### config.mk
export PLATFORM = sky130hd
export DESIGN_NAME = kyber_modmul_pipe
export DESIGN_NICKNAME = d
export VERILOG_FILES = /design/src/rtl/kyber_modmul_pipe.sv
export SDC_FILE = /design/constraint.sdc
export NUM_CORES = 1
export LEC_CHECK = 0
export CAP_MARGIN = 20
export CORE_MARGIN = 2
export CORE_UTILIZATION = 55
export DETAILED_ROUTE_END_ITERATION = 8
export PLACE_DENSITY = 0.73
export SLEW_MARGIN = 20
export SYNTH_ARGS = -nofsm -noshare
export SYNTH_HDL_FRONTEND = slang
export SYNTH_SLANG_ARGS = --single-unit
### constraint.sdc
create_clock -name clk -period 6.1 [get_ports clk]
set_input_delay 0.61 -clock clk [delete_from_list [all_inputs] [get_ports clk]]
set_output_delay 0.61 -clock clk [all_outputs]
set_load 0.01 [all_outputs]
### src/rtl/kyber_modmul_pipe.sv
// kyber_modmul_pipe: pipelined Barrett modular multiplier (q = 3329) with valid/ready and tag sideband.
// Define KYBER_MODMUL_FULL_REDUCE_EN to add the final conditional subtract stage (r in [0, Q), latency 4).
module kyber_modmul_pipe #(
  parameter int Q = 3329,
  parameter int W = 12,
  parameter int K = 24,
  parameter int M = 5039,
  parameter int TAG_W = 8
) (
  input  logic             clk,
  input  logic             rst,
  input  logic             in_valid,
  output logic             in_ready,
  input  logic [W-1:0]     a,
  input  logic [W-1:0]     b,
  input  logic [TAG_W-1:0] in_tag,
  output logic             out_valid,
  input  logic             out_ready,
  output logic [W:0]       r,
  output logic [TAG_W-1:0] out_tag
);
`ifdef KYBER_MODMUL_FULL_REDUCE_EN
  localparam int S = 4;
`else
  localparam int S = 3;
`endif
  logic en;
  logic [S-1:0] vld;
  logic [TAG_W-1:0] tg [S];
  logic [2*W-1:0] c1, c2;
  logic [W-1:0] t2;
  logic [W:0] u3;
  logic [2*W+K-1:0] cm;
  // Floor-Barrett quotient estimate: t is floor(c/Q) or one less, so u lands in [0, 2Q)
  assign cm = (2*W+K)'(c1) * (2*W+K)'(M);
  assign en = !out_valid | out_ready;
  assign in_ready = en;
  assign out_valid = vld[S-1];
  assign out_tag = tg[S-1];
`ifdef KYBER_MODMUL_FULL_REDUCE_EN
  logic [W:0] r4;
  assign r = r4;
`else
  assign r = u3;
`endif
  always_ff @(posedge clk or posedge rst) begin
    if (rst) begin
      vld <= '0;
      c1 <= '0;
      c2 <= '0;
      t2 <= '0;
      u3 <= '0;
`ifdef KYBER_MODMUL_FULL_REDUCE_EN
      r4 <= '0;
`endif
      for (int i = 0; i < S; i++) tg[i] <= '0;
    end else if (en) begin
      vld <= {vld[S-2:0], in_valid};
      tg[0] <= in_tag;
      for (int i = 1; i < S; i++) tg[i] <= tg[i-1];
      c1 <= (2*W)'(a) * (2*W)'(b);
      c2 <= c1;
      t2 <= W'(cm >> K);
      u3 <= (W+1)'(c2 - (2*W)'(t2) * (2*W)'(Q));
`ifdef KYBER_MODMUL_FULL_REDUCE_EN
      r4 <= (u3 >= (W+1)'(Q)) ? u3 - (W+1)'(Q) : u3;
`endif
    end
  end
endmodule

* Word level (Yosys, flattened, before mapping)
Cells that the tools add are included.
** Operators by class
- $mul :: 3
- Reduce and logical (&&, ||, !) cells :: 1
- Bitwise gates (word level) :: 1
- $add $sub $neg :: 1
** Operators with widths (count)
- 24-bit by 13-bit multiplier with 36-bit output (second input constant) :: 1
- 12-bit by 12-bit multiplier with 24-bit output :: 1
- 12-bit by 12-bit multiplier with 13-bit output (second input constant) :: 1
- 13-bit subtractor :: 1
- 1-bit zero test :: 1
- 1-bit bitwise OR :: 1
** Word-level totals
- Logic and storage cells :: 14
- Register bits after elaboration :: 89
- Bits of input ports :: 36
- Output and inout bits :: 23

* Logic depth before layout (Yosys ltp)
Gate-level depths: netlist of run 1.
- Depth after elaboration :: 2
- Gate-level depth with buffers :: 22
- Gate-level depth less buffers :: 21

* Least setup slack after synthesis of run 1
No wires, ideal clock.
- Path kind :: input to register
- Start point :: in b[3]
- End point :: reg c1[21]
- Data arrival time :: 5.353 ns
- Required time :: 5.964 ns
- Slack :: 0.611 ns
- Path buffers :: 1
- Stages on the path :: 20
- Setup time :: 0.136 ns
- Path through :: clkbuf_1 -> nand2_1 -> fa_1 -> inv_1 -> fa_1 -> fa_1 -> fa_1 -> inv_1 -> fa_1 -> inv_1 -> ha_1 -> and2_1 -> o31ai_2 -> a21oi_1 -> o21a_1 -> a2111oi_4 -> nor2_1 -> o21ai_1 -> mux2i_1 -> o211ai_1
** Between the ends
- Word-level cells in the longest chain between the ends :: 1
** RTL lines
- from (decl) :: line 15 : input logic [W-1:0] b,
- 12-bit by 12-bit multiplier with 24-bit output :: line 61 : c1 <= (2*W)'(a) * (2*W)'(b);
- to (signal assigned) :: line 61
- to (decl) :: line 30 : logic [2*W-1:0] c1, c2;
Every way passes these cells.
A chain may end at the register's enable or synchronous reset.

* Worst setup path after layout of run 1
- Start point :: in a[5]
- End point :: reg c1[21]
** Between the ends
- Word-level cells in the longest chain between the ends :: 1
** RTL lines
- from (decl) :: line 14 : input logic [W-1:0] a,
- 12-bit by 12-bit multiplier with 24-bit output :: line 61
Every way passes these cells.

==> results of run 1 <==
## final cells by class
cell class                      instances  share of cell area, %
Multi-Input combinational cell       1057                   67.8
Sequential cell                        89                   14.3
Inverter                              322                   7.75
Timing Repair Buffer                   97                   5.62
Tap cell                              330                   2.65
Clock buffer                            9                   1.44
Clock inverter                          7                  0.457
## flip-flops by register name, indices dropped and copies added, names as in the netlist
signal and cells:
out_tag 8, c2 13, r 13, t2 12, tg 16, c1 24
vld 3
## placed cells by master, fill, tap and decap left out, types with 9 or more instances in the layout
cell	synthesis	layout
clkdlybuf4s50_1	0	58
buf_4	8	38
fa_1	233	233
and2_1	57	57
ha_1	214	214
xnor2_1	30	30
a21oi_1	47	47
nor3_1	16	16
dfrtp_1	89	89
nand2_1	235	235
clkbuf_16	0	9
xor2_1	15	15
nor2_1	55	55
a21o_1	9	9
o21ai_0	31	31
o21a_1	14	14
o21ai_1	14	14
inv_1	322	320
nand3_1	9	9
## worst max-delay path, stage by stage
cell and delay (ps):
clkdlybuf4s50_1 640, buf_4 200, nand2_1 60, fa_1 400, fa_1 560, inv_1 60
fa_1 450, fa_1 510, inv_1 50, fa_1 470, inv_1 40, ha_1 270
and3_1 160, o31ai_2 180, a21oi_1 90, o21a_1 210, a2111oi_4 340, nor2_1 110
o21ai_1 150, mux2i_1 200, o211ai_1 120
## metal layers
layer | share of wire, % | GRT usage [%]
met5 | 0 | 0
met4 | 2.7 | 6.88
met3 | 3.3 | 2.84
met2 | 51 | 41.7
met1 | 43 | 29.5
## through the flow
step	util [%]	setup TNS [ps]	setup slack [ps]	cell area, um2
3_5_place_dp	60.4	-3.00	-3.00	15300
3_3_place_gp	60.4	0	120	15300
4_1_cts	61.6	0	376	15600
5_1_grt	61.6	0	125	15600
2_1_floorplan	-	0	611	14200
6_report	61.6	0	425	15600
## final timing paths
| path | startpoint | endpoint | depth (start not counted) |
|---|---|---|---|
| max in group asynchronous | rst | c1[13] | 3 |
| min | tg[15] | tg[15] | 2 |
| max reg2reg | c1[21] | t2[10] | 19 |
| min reg2reg | tg[15] | tg[15] | 2 |
| min in group asynchronous | rst | out_tag[3] | 3 |
| max | a[5] | c1[21] | 21 |
## cells by family (layout without fill, tap and decap cells)
group / after synthesis / after routing / share of synthesized area [%]
AOI/OAI and AO/OA: 152 / 152 / 6.83
xor gates and xnor gates: 45 / 45 / 2.77
buffers and inverters: 374 / 435 / 10.1
and+or+nand+nor: 409 / 409 / 12.8
adders and majority gates: 447 / 447 / 51.6
muxes: 4 / 4 / 0.299
DFF: 89 / 89 / 15.6
==> key figures, run 1 <==
Outcome
  • Status: complete, no violations

Place
  • DP Cell Count: 1895
  • HPWL after DPL: 24500 um
  • PortBufs: 58
  • Routability Congestion: 0.894

Finish
  • Register area: 2230 um2
  • Share of cells above drive strength 1: 4.81%
  • Final #Nets: 2059
  • Antenna Cells: 0
  • Non-Filler Instances: 1911
  • Fill count: 2121
  • Multi-input logic area: 10600 um2
  • Area Growth Syn to Fin: 9.63%

CTS
  • Clock sinks: 89
  • H-tree Lvls: 3
  • Worst-Skew Late Latency: 360 ps
  • Clock Tree Root: clkbuf_16
  • Post CTS Setup Buffer Count: 0
  • CTS tree: done
  • Post-CTS Hold Buffers: 0
  • Post_cts resized: 0
  • Inserted Clock Buffers: 9
  • Clock Pin Slew Worst Setup and Hold Paths: 70 ps
  • Clock Path Buffers: 2

Global route
  • Overall Global Routing Usage: 23.2%
  • Global-route wire length before repair: 49700 um
  • Number of global-route vias before repair: 10.5k
  • Grt ovf: 0
  • Initial antenna violation count: 0
  • Largest net degree at the start of global routing: 90

Worst setup path
  • CP startpoint kind: input pin
  • WP data arrival: 5900 ps
  • Worst Path Required: 6320 ps
  • Reg2Reg Setup Slack: 470 ps
  • WS Path Type: in2reg
  • CP max FO: 7
  • Crit end category: flip-flop

Yosys
  • Largest area contributor in the netlist: fa_1
  • #FFs+latches synth: 89
  • Syn_nets: 2003
  • Sequential area share after synthesis: 15.6%
  • Top FF cell, synth: dfrtp_1
  • Syn Area/Cell: 9.36 um2
  • Synth area leaders: fa_1 (33%), ha_1 (19%), dfrtp_1 (16%)
  • Share of the synthesized area in the top cell type: 32.8%
  • Top-count cell post-synth: inv_1
  • Gate count of the mapped netlist: 1520
  • Cell variety after synth: 53
  • Mapped Area: 14200 um2
  • Warnings, synthesis: 0
  • Asr flop ratio synth: 100%
  • Number of synthesized flops with an enable pin: 0
  • Commonest cells in the synthesized netlist: inv_1 (322), nand2_1 (235), fa_1 (233)

STA
  • Slew @ Worst Pin: 790 ps
  • RSZ-0062 raised after global routing: false
  • Max Clk Rate: 0.176 GHz
  • Minimum clock period: 5680 ps
  • Max Clock Skew: 12.4 ps
  • WHS: 469 ps
  • Final Slew Violations: 0
  • Fin crit share: 93.0%
  • Final Hold Fails: 0
  • Endpoints failing setup: 0
  • Slew margin rel.: 47.3%

Worst hold path
  • HP Class: reg2reg

Floorplanning
  • Die X: 165 um
  • Initial cell density of the core: 56.2%
  • Core area: 25300 um2
  • Die Ht: 165 um
  • Die area: 27200 um2
  • Core Rows: 58
  • # IOs: 59

Job
  • Max-Cap Viols: 0

Routing
  • Vias: 9984
  • Total Wirelength: 28900 um
  • Antenna Nets Post-Route: 0
  • WL/cell: 15.1 um
  • Post-DR vias/cell: 5.22
  • DR DRC count: 0
  • Starting DRT DRC Count: 499
  • TritonRoute pass-1 iters: 5
Power of run 1 is left out: the tool's default activity adds up to more than one toggle a clock period on the data nets, which glitch-free logic cannot reach.
==> run 2, diff against run 1 <==
Settings changed: MAX_ROUTING_LAYER set to met4.
==> run 2 against run 1 <==
  * Utilization about the same
  * Count of clock-buffer cells in the layout unchanged
  * Via count decreased by 0.76%
  * Fmax decreased by 1.1%
  * Non-clock buffer count unchanged
  * Critical path depth decreased by 1
  * Die area unchanged
  * First-iteration DRC count decreased by 5.6%
  * Clock skew decreased by 4.4 ps
  * Final area about the same
==> key figures, run 2 (synthesis gave the netlist of run 1 again) <==
CTS
  • CTS tree: done (unchanged)
  • Worst-Skew Late Latency: 360 ps (about the same)
  • Clock sinks: 89 (unchanged)
  • Post_cts resized: 0 (unchanged)
  • H-tree Lvls: 3 (unchanged)
  • Clock Pin Slew Worst Setup and Hold Paths: 70 ps (about the same)
  • Post CTS Setup Buffer Count: 0 (unchanged)
  • Inserted Clock Buffers: 9 (unchanged)
  • Clock Tree Root: clkbuf_16 (unchanged)
  • Post-CTS Hold Buffers: 0 (unchanged)
  • Clock Path Buffers: 2 (unchanged)

Floorplanning
  • Die area: 27200 um2 (unchanged)
  • Core area: 25300 um2 (unchanged)
  • Core Rows: 58 (unchanged)
  • # IOs: 59 (unchanged)
  • Die Ht: 165 um (unchanged)
  • Initial cell density of the core: 56.2% (unchanged)
  • Die X: 165 um (unchanged)

Place
  • HPWL after DPL: 24100 um (was 24500 um)
  • DP Cell Count: 1895 (unchanged)
  • Routability Congestion: 0.903 (was 0.894)
  • PortBufs: 58 (unchanged)
  • DP Area: 15300 um2 (unchanged)

Worst setup path
  • Levels on crit path: 20 (was 21)
  • R2R cell count: 19 (unchanged)
  • WP data arrival: 5960 ps (was 5900 ps)
  • Worst flop-to-flop path startpoint: c1[21] (unchanged)
  • Worst setup startpoint: b[3] (was a[5])
  • Most frequent CP cell: fa_1 (unchanged)
  • Critical path's largest stage delay: 660 ps (was 640 ps)
  • Worst Path Buf+Inv: 4 (was 5)
  • Reg2Reg Setup Slack: 520 ps (was 470 ps)
  • Worst Path Required: 6320 ps (about the same)
  • WS Path Type: in2reg (unchanged)
  • Crit path capture: c1[21] (unchanged)
  • Delay-heaviest family, CP: adder cells (unchanged)
  • Critical R2R Capture: t2[10] (unchanged)
  • CP max-delay cell: clkdlybuf4s50_1 (unchanged)
  • CP max FO: 6 (was 7)
  • Critical-path cell list: clkdlybuf4s50_1, nand2_1, fa_1, inv_1, fa_1, fa_1, fa_1, inv_1, fa_1, inv_1, ha_1, and2_1, o31ai_2, a21oi_1, o21a_1, a2111oi_4, nor2_1, o21ai_1, mux2i_1, o211ai_1 (was clkdlybuf4s50_1, buf_4, nand2_1, fa_1, fa_1, inv_1, fa_1, fa_1, inv_1, fa_1, inv_1, ha_1, and3_1, o31ai_2, a21oi_1, o21a_1, a2111oi_4, nor2_1, o21ai_1, mux2i_1, o211ai_1)
  • Crit end category: flip-flop (unchanged)
  • CP startpoint kind: input pin (unchanged)

Global route
  • Largest net degree at the start of global routing: 90 (unchanged)
  • Number of global-route vias before repair: 10.4k (was 10.5k)
  • Global-route wire length before repair: 49100 um (was 49700 um)
  • Overall Global Routing Usage: 23.5% (was 23.2%)
  • Grt ovf: 0 (unchanged)
  • Initial antenna violation count: 0 (unchanged)

STA
  • Max Clk Rate: 0.174 GHz (was 0.176 GHz)
  • Fin crit share: 94.1% (was 93.0%)
  • Slew @ Worst Pin: 780 ps (was 790 ps)
  • Final Slew Violations: 0 (unchanged)
  • Final Hold Fails: 0 (unchanged)
  • RSZ-0062 raised after global routing: false (unchanged)
  • Minimum clock period: 5740 ps (was 5680 ps)
  • Slew margin rel.: 48.0% (was 47.3%)
  • Setup TNS: 0 ps (unchanged)
  • Endpoints failing setup: 0 (unchanged)
  • Max Clock Skew: 7.97 ps (was 12.4 ps)

Routing
  • Total Wirelength: 28400 um (was 28900 um)
  • WL/cell: 14.8 um (was 15.1 um)
  • Antenna Nets Post-Route: 0 (unchanged)
  • Starting DRT DRC Count: 471 (was 499)
  • Post-DR vias/cell: 5.18 (was 5.22)
  • TritonRoute pass-1 iters: 5 (unchanged)
  • Vias: 9908 (was 9984)
  • DR DRC count: 0 (unchanged)

Finish
  • Final #Nets: 2059 (unchanged)
  • Most flops, register: c1 (unchanged)
  • Area Growth Syn to Fin: 9.62% (was 9.63%)
  • Share of cells above drive strength 1: 4.81% (unchanged)
  • Non-Filler Instances: 1911 (unchanged)
  • Max reg flops: 24 (unchanged)
  • Design Area, Final: 15600 um2 (about the same)
  • Leading cell type in the layout, fill and taps excluded: inv_1 (unchanged)
  • Top flop regs: c1: 24 flops, tg: 16 flops (unchanged)
  • Commonest non-fill, non-tap cells in the layout: inv_1 (320), nand2_1 (235), fa_1 (233), ha_1 (214), dfrtp_1 (89) (unchanged)
  • Antenna Cells: 0 (unchanged)
  • Fin util: 61.6% (about the same)

Worst hold path
  • HP Class: reg2reg (unchanged)

Job
  • Max-Cap Viols: 0 (unchanged)

Outcome
  • Status: complete, no violations (unchanged)
run 2: cell count changes in the layout (fill, tap and decap cells not counted):
cell,change
clkinv_4,-1
clkinvlp_4,+1
run 2: final cells by class:
cell class	instances	area, um2
clock buffer	9	225
clock inverter	7	70.1
fill	2145	9730
inverter	322	1210
multi-input combinational	1057	10600
sequential	89	2230
tap	330	413
timing repair buffer	97	877
run 2: worst min path at each step:
stage	startpoint	to	slack (ps)	depth (start not counted)
after floorplan	vld[1]	vld[1]	430	2
after global placement	vld[1]	vld[2]	440	1
after detailed placement	vld[1]	vld[2]	450	1
after CTS	tg[13]	tg[13]	470	2
after global routing	tg[22]	tg[22]	490	2
final	tg[13]	tg[13]	470	2
run 2: routing by layer:
| layer | global-route usage (%) | part of all wire [%] |
|---|---|---|
| met1 | 29.6 | 44 |
| met2 | 40.2 | 50 |
| met3 | 2.26 | 2.9 |
| met4 | 7.98 | 3.1 |
| met5 | - | 0 |
run 2: worst register-to-register path, cell delays in order, from the launching register on:
cell,delay (ps)
dfrtp_1,480
inv_1,300
fa_1,510
fa_1,490
inv_1,60
fa_1,480
fa_1,540
inv_1,50
fa_1,470
inv_1,40
ha_1,330
nand4_1,130
nor2_1,180
nand2_1,120
o41ai_2,410
nor2_2,90
o2111ai_2,260
a21oi_1,120
xnor2_1,150
mux2_2,270
run 2: per-stage QoR:
| stage | hold WS [ps] | setup WS (ps) |
|---|---|---|
| floorplan | 430 | 611 |
| global placement | 442 | 16.4 |
| detailed placement | 454 | -8.75 |
| CTS | 472 | 341 |
| global route | 489 | 83.2 |
| finish | 468 | 360 |
Power of run 2 is left out for the same reason.
==> run 3, diff against run 2 <==
Settings changed: CORE_UTILIZATION 55 to 45, PLACE_DENSITY 0.73 to unset.
==> run 3 against run 2 <==
  * Highest routed layer unchanged
  * Sequential share of layout area down 0.12 points
  * Global-route usage fell by 3.0 points
  * Cell count up 4.0%
  * Utilization down 11 points
  * Clock skew grew 3.5 ps
  * Routed wire length increased by 7.6%
  * Non-clock buffer count up 5
  * Count of clock-buffer cells in the layout rose by 1
  * Die area grew 22%
  * Register-to-register slack better by 30 ps
  * Flip-flop and latch count unchanged
==> key figures, run 3 (synthesis gave the netlist of run 1 again) <==
Place
  • PortBufs: 58 (unchanged)
  • Routability Congestion: 0.879 (was 0.903)
  • DP Area: 15400 um2 (was 15300 um2)
  • HPWL after DPL: 26300 um (was 24100 um)

Worst setup path
  • Critical path's largest stage delay: 610 ps (was 660 ps)
  • Most frequent CP cell: fa_1 (unchanged)
  • WS Path Type: in2reg (unchanged)
  • CP max-delay cell: clkdlybuf4s50_1 (unchanged)
  • Worst flop-to-flop path startpoint: c1[21] (unchanged)
  • CP startpoint kind: input pin (unchanged)
  • Crit end category: flip-flop (unchanged)
  • Critical-path cell list: clkdlybuf4s50_1, nand2_1, fa_1, inv_1, fa_1, fa_1, fa_1, inv_1, fa_1, inv_1, ha_1, and3_1, o31ai_2, a21oi_1, o21a_1, a2111oi_4, nor2_1, o21ai_1, mux2i_1, o211ai_1 (was clkdlybuf4s50_1, nand2_1, fa_1, inv_1, fa_1, fa_1, fa_1, inv_1, fa_1, inv_1, ha_1, and2_1, o31ai_2, a21oi_1, o21a_1, a2111oi_4, nor2_1, o21ai_1, mux2i_1, o211ai_1)
  • CP max FO: 6 (unchanged)
  • R2R cell count: 19 (unchanged)
  • Reg2Reg Setup Slack: 550 ps (was 520 ps)
  • Worst Path Required: 6310 ps (was 6320 ps)
  • Critical R2R Capture: t2[10] (unchanged)
  • WP data arrival: 5910 ps (was 5960 ps)

CTS
  • Clock Tree Root: clkbuf_16 (unchanged)
  • H-tree Lvls: 3 (unchanged)
  • Post_cts resized: 0 (unchanged)
  • Clock sinks: 89 (unchanged)
  • Inserted Clock Buffers: 9 (unchanged)
  • Clock Pin Slew Worst Setup and Hold Paths: 70 ps (about the same)
  • Post-CTS Hold Buffers: 0 (unchanged)
  • Post CTS Setup Buffer Count: 0 (unchanged)
  • Worst-Skew Late Latency: 360 ps (about the same)
  • Clock Path Buffers: 2 (unchanged)
  • CTS tree: done (unchanged)

Global route
  • Initial antenna violation count: 0 (unchanged)
  • Global-route wire length before repair: 52900 um (was 49100 um)
  • Largest net degree at the start of global routing: 63 (was 90)
  • Overall Global Routing Usage: 20.6% (was 23.5%)
  • Grt ovf: 0 (unchanged)
  • Number of global-route vias before repair: 10.6k (was 10.4k)

STA
  • Minimum clock period: 5700 ps (was 5740 ps)
  • Final Hold Fails: 0 (unchanged)
  • Setup TNS: 0 ps (unchanged)
  • Slew margin rel.: 49.0% (was 48.0%)
  • RSZ-0062 raised after global routing: false (unchanged)
  • Slew @ Worst Pin: 766 ps (was 780 ps)
  • Endpoints failing setup: 0 (unchanged)
  • Final Slew Violations: 0 (unchanged)
  • Max Clk Rate: 0.176 GHz (was 0.174 GHz)
  • Max Clock Skew: 11.4 ps (was 7.97 ps)
  • Fin crit share: 93.4% (was 94.1%)

Outcome
  • Status: complete, no violations (unchanged)

Floorplanning
  • Die Ht: 182 um (was 165 um)
  • Core area: 31300 um2 (was 25300 um2)
  • Die X: 182 um (was 165 um)
  • Initial cell density of the core: 45.5% (was 56.2%)
  • Die area: 33100 um2 (was 27200 um2)
  • # IOs: 59 (unchanged)
  • Core Rows: 65 (was 58)

Finish
  • Fill count: 2950 (was 2145)
  • Max reg flops: 24 (unchanged)
  • Area Growth Syn to Fin: 10.5% (was 9.62%)
  • Share of cells above drive strength 1: 5.04% (was 4.81%)
  • Antenna Cells: 0 (unchanged)
  • Register area: 2230 um2 (unchanged)
  • Design Area, Final: 15700 um2 (was 15600 um2)
  • Commonest non-fill, non-tap cells in the layout: inv_1 (320), nand2_1 (235), fa_1 (233), ha_1 (214), dfrtp_1 (89) (unchanged)
  • Final #Nets: 2064 (was 2059)
  • Leading cell type in the layout, fill and taps excluded: inv_1 (unchanged)
  • Most flops, register: c1 (unchanged)
  • Multi-input logic area: 10600 um2 (unchanged)
  • Top flop regs: c1: 24 flops, tg: 16 flops (unchanged)

Routing
  • Vias: 9725 (was 9908)
  • Starting DRT DRC Count: 386 (was 471)
  • Antenna Nets Post-Route: 0 (unchanged)
  • DR DRC count: 0 (unchanged)
  • TritonRoute pass-1 iters: 5 (unchanged)
  • WL/cell: 15.4 um (was 14.8 um)
  • Post-DR vias/cell: 4.89 (was 5.18)
  • Total Wirelength: 30500 um (was 28400 um)

Worst hold path
  • Hold endpoint: tg[10] (was tg[13])
  • HP Class: reg2reg (unchanged)
  • WHS Path Cells: 2 (unchanged)
  • HP Start: tg[10] (was tg[13])

Job
  • Max-Cap Viols: 0 (unchanged)
==> run 3: cell types whose count changed in the layout (fill, tap and decap cells not counted) <==
| cell | before | now |
|---|---|---|
| buf_4 | 38 | 44 |
| clkinvlp_4 | 3 | 2 |
| inv_8 | 2 | 1 |
| buf_6 | 1 | 0 |
| bufinv_16 | 0 | 1 |
| clkinv_8 | 1 | 0 |
| clkbuf_1 | 0 | 1 |
| inv_6 | 1 | 2 |
==> run 3: critical path: cells and delay by family <==
| kind | cells | cell delay, ps |
|---|---|---|
| buffers and inverters | 4 | 750 |
| adder cells (fa/ha/maj) | 6 | 2800 |
| AND/OR/NAND/NOR | 3 | 440 |
| multiplexers | 1 | 220 |
| AO/OA/AOI/OAI | 6 | 1090 |
==> run 3: worst max-delay path by stage <==
stage          startpoint      to  slack, ps
2_1_floorplan        b[3]  c1[21]        610
3_3_place_gp         b[3]  c1[21]         80
3_5_place_dp         b[3]  c1[21]         10
4_1_cts              b[3]  c1[21]        380
5_1_grt              b[3]  c1[21]        100
6_report             b[3]  c1[21]        400
==> run 3: routing by layer <==
layer | global-route usage, % | routed length, um | vias up
met5 | - | 0 | -
met2 | 35.7 | 15200 | 118
met4 | 3.38 | 276 | 0
met1 | 26.9 | 14400 | 4785
li1 | - | - | 4802
met3 | 1.52 | 597 | 20
==> run 3: stage by stage <==
step | hold WS [ps] | worst slack [ps] | cells | utilization, %
2_1_floorplan | 430 | 611 | 1520 | -
3_3_place_gp | 446 | 75.1 | 1972 | 49.3
3_5_place_dp | 456 | 10.2 | 1972 | 49.3
4_1_cts | 471 | 379 | 1988 | 50.2
5_1_grt | 486 | 102 | 1988 | 50.2
6_report | 468 | 402 | 1988 | 50.2
==> run 3: area by class of cell <==
class / instances / share of cell area [%]
clock inverter: 6 / 0.469
inverter: 322 / 7.69
clock buffer: 10 / 1.46
sequential: 89 / 14.2
timing repair buffer: 102 / 5.79
tap: 402 / 3.20
multi-input combinational: 1057 / 67.2
Power of run 3 is left out for the same reason.
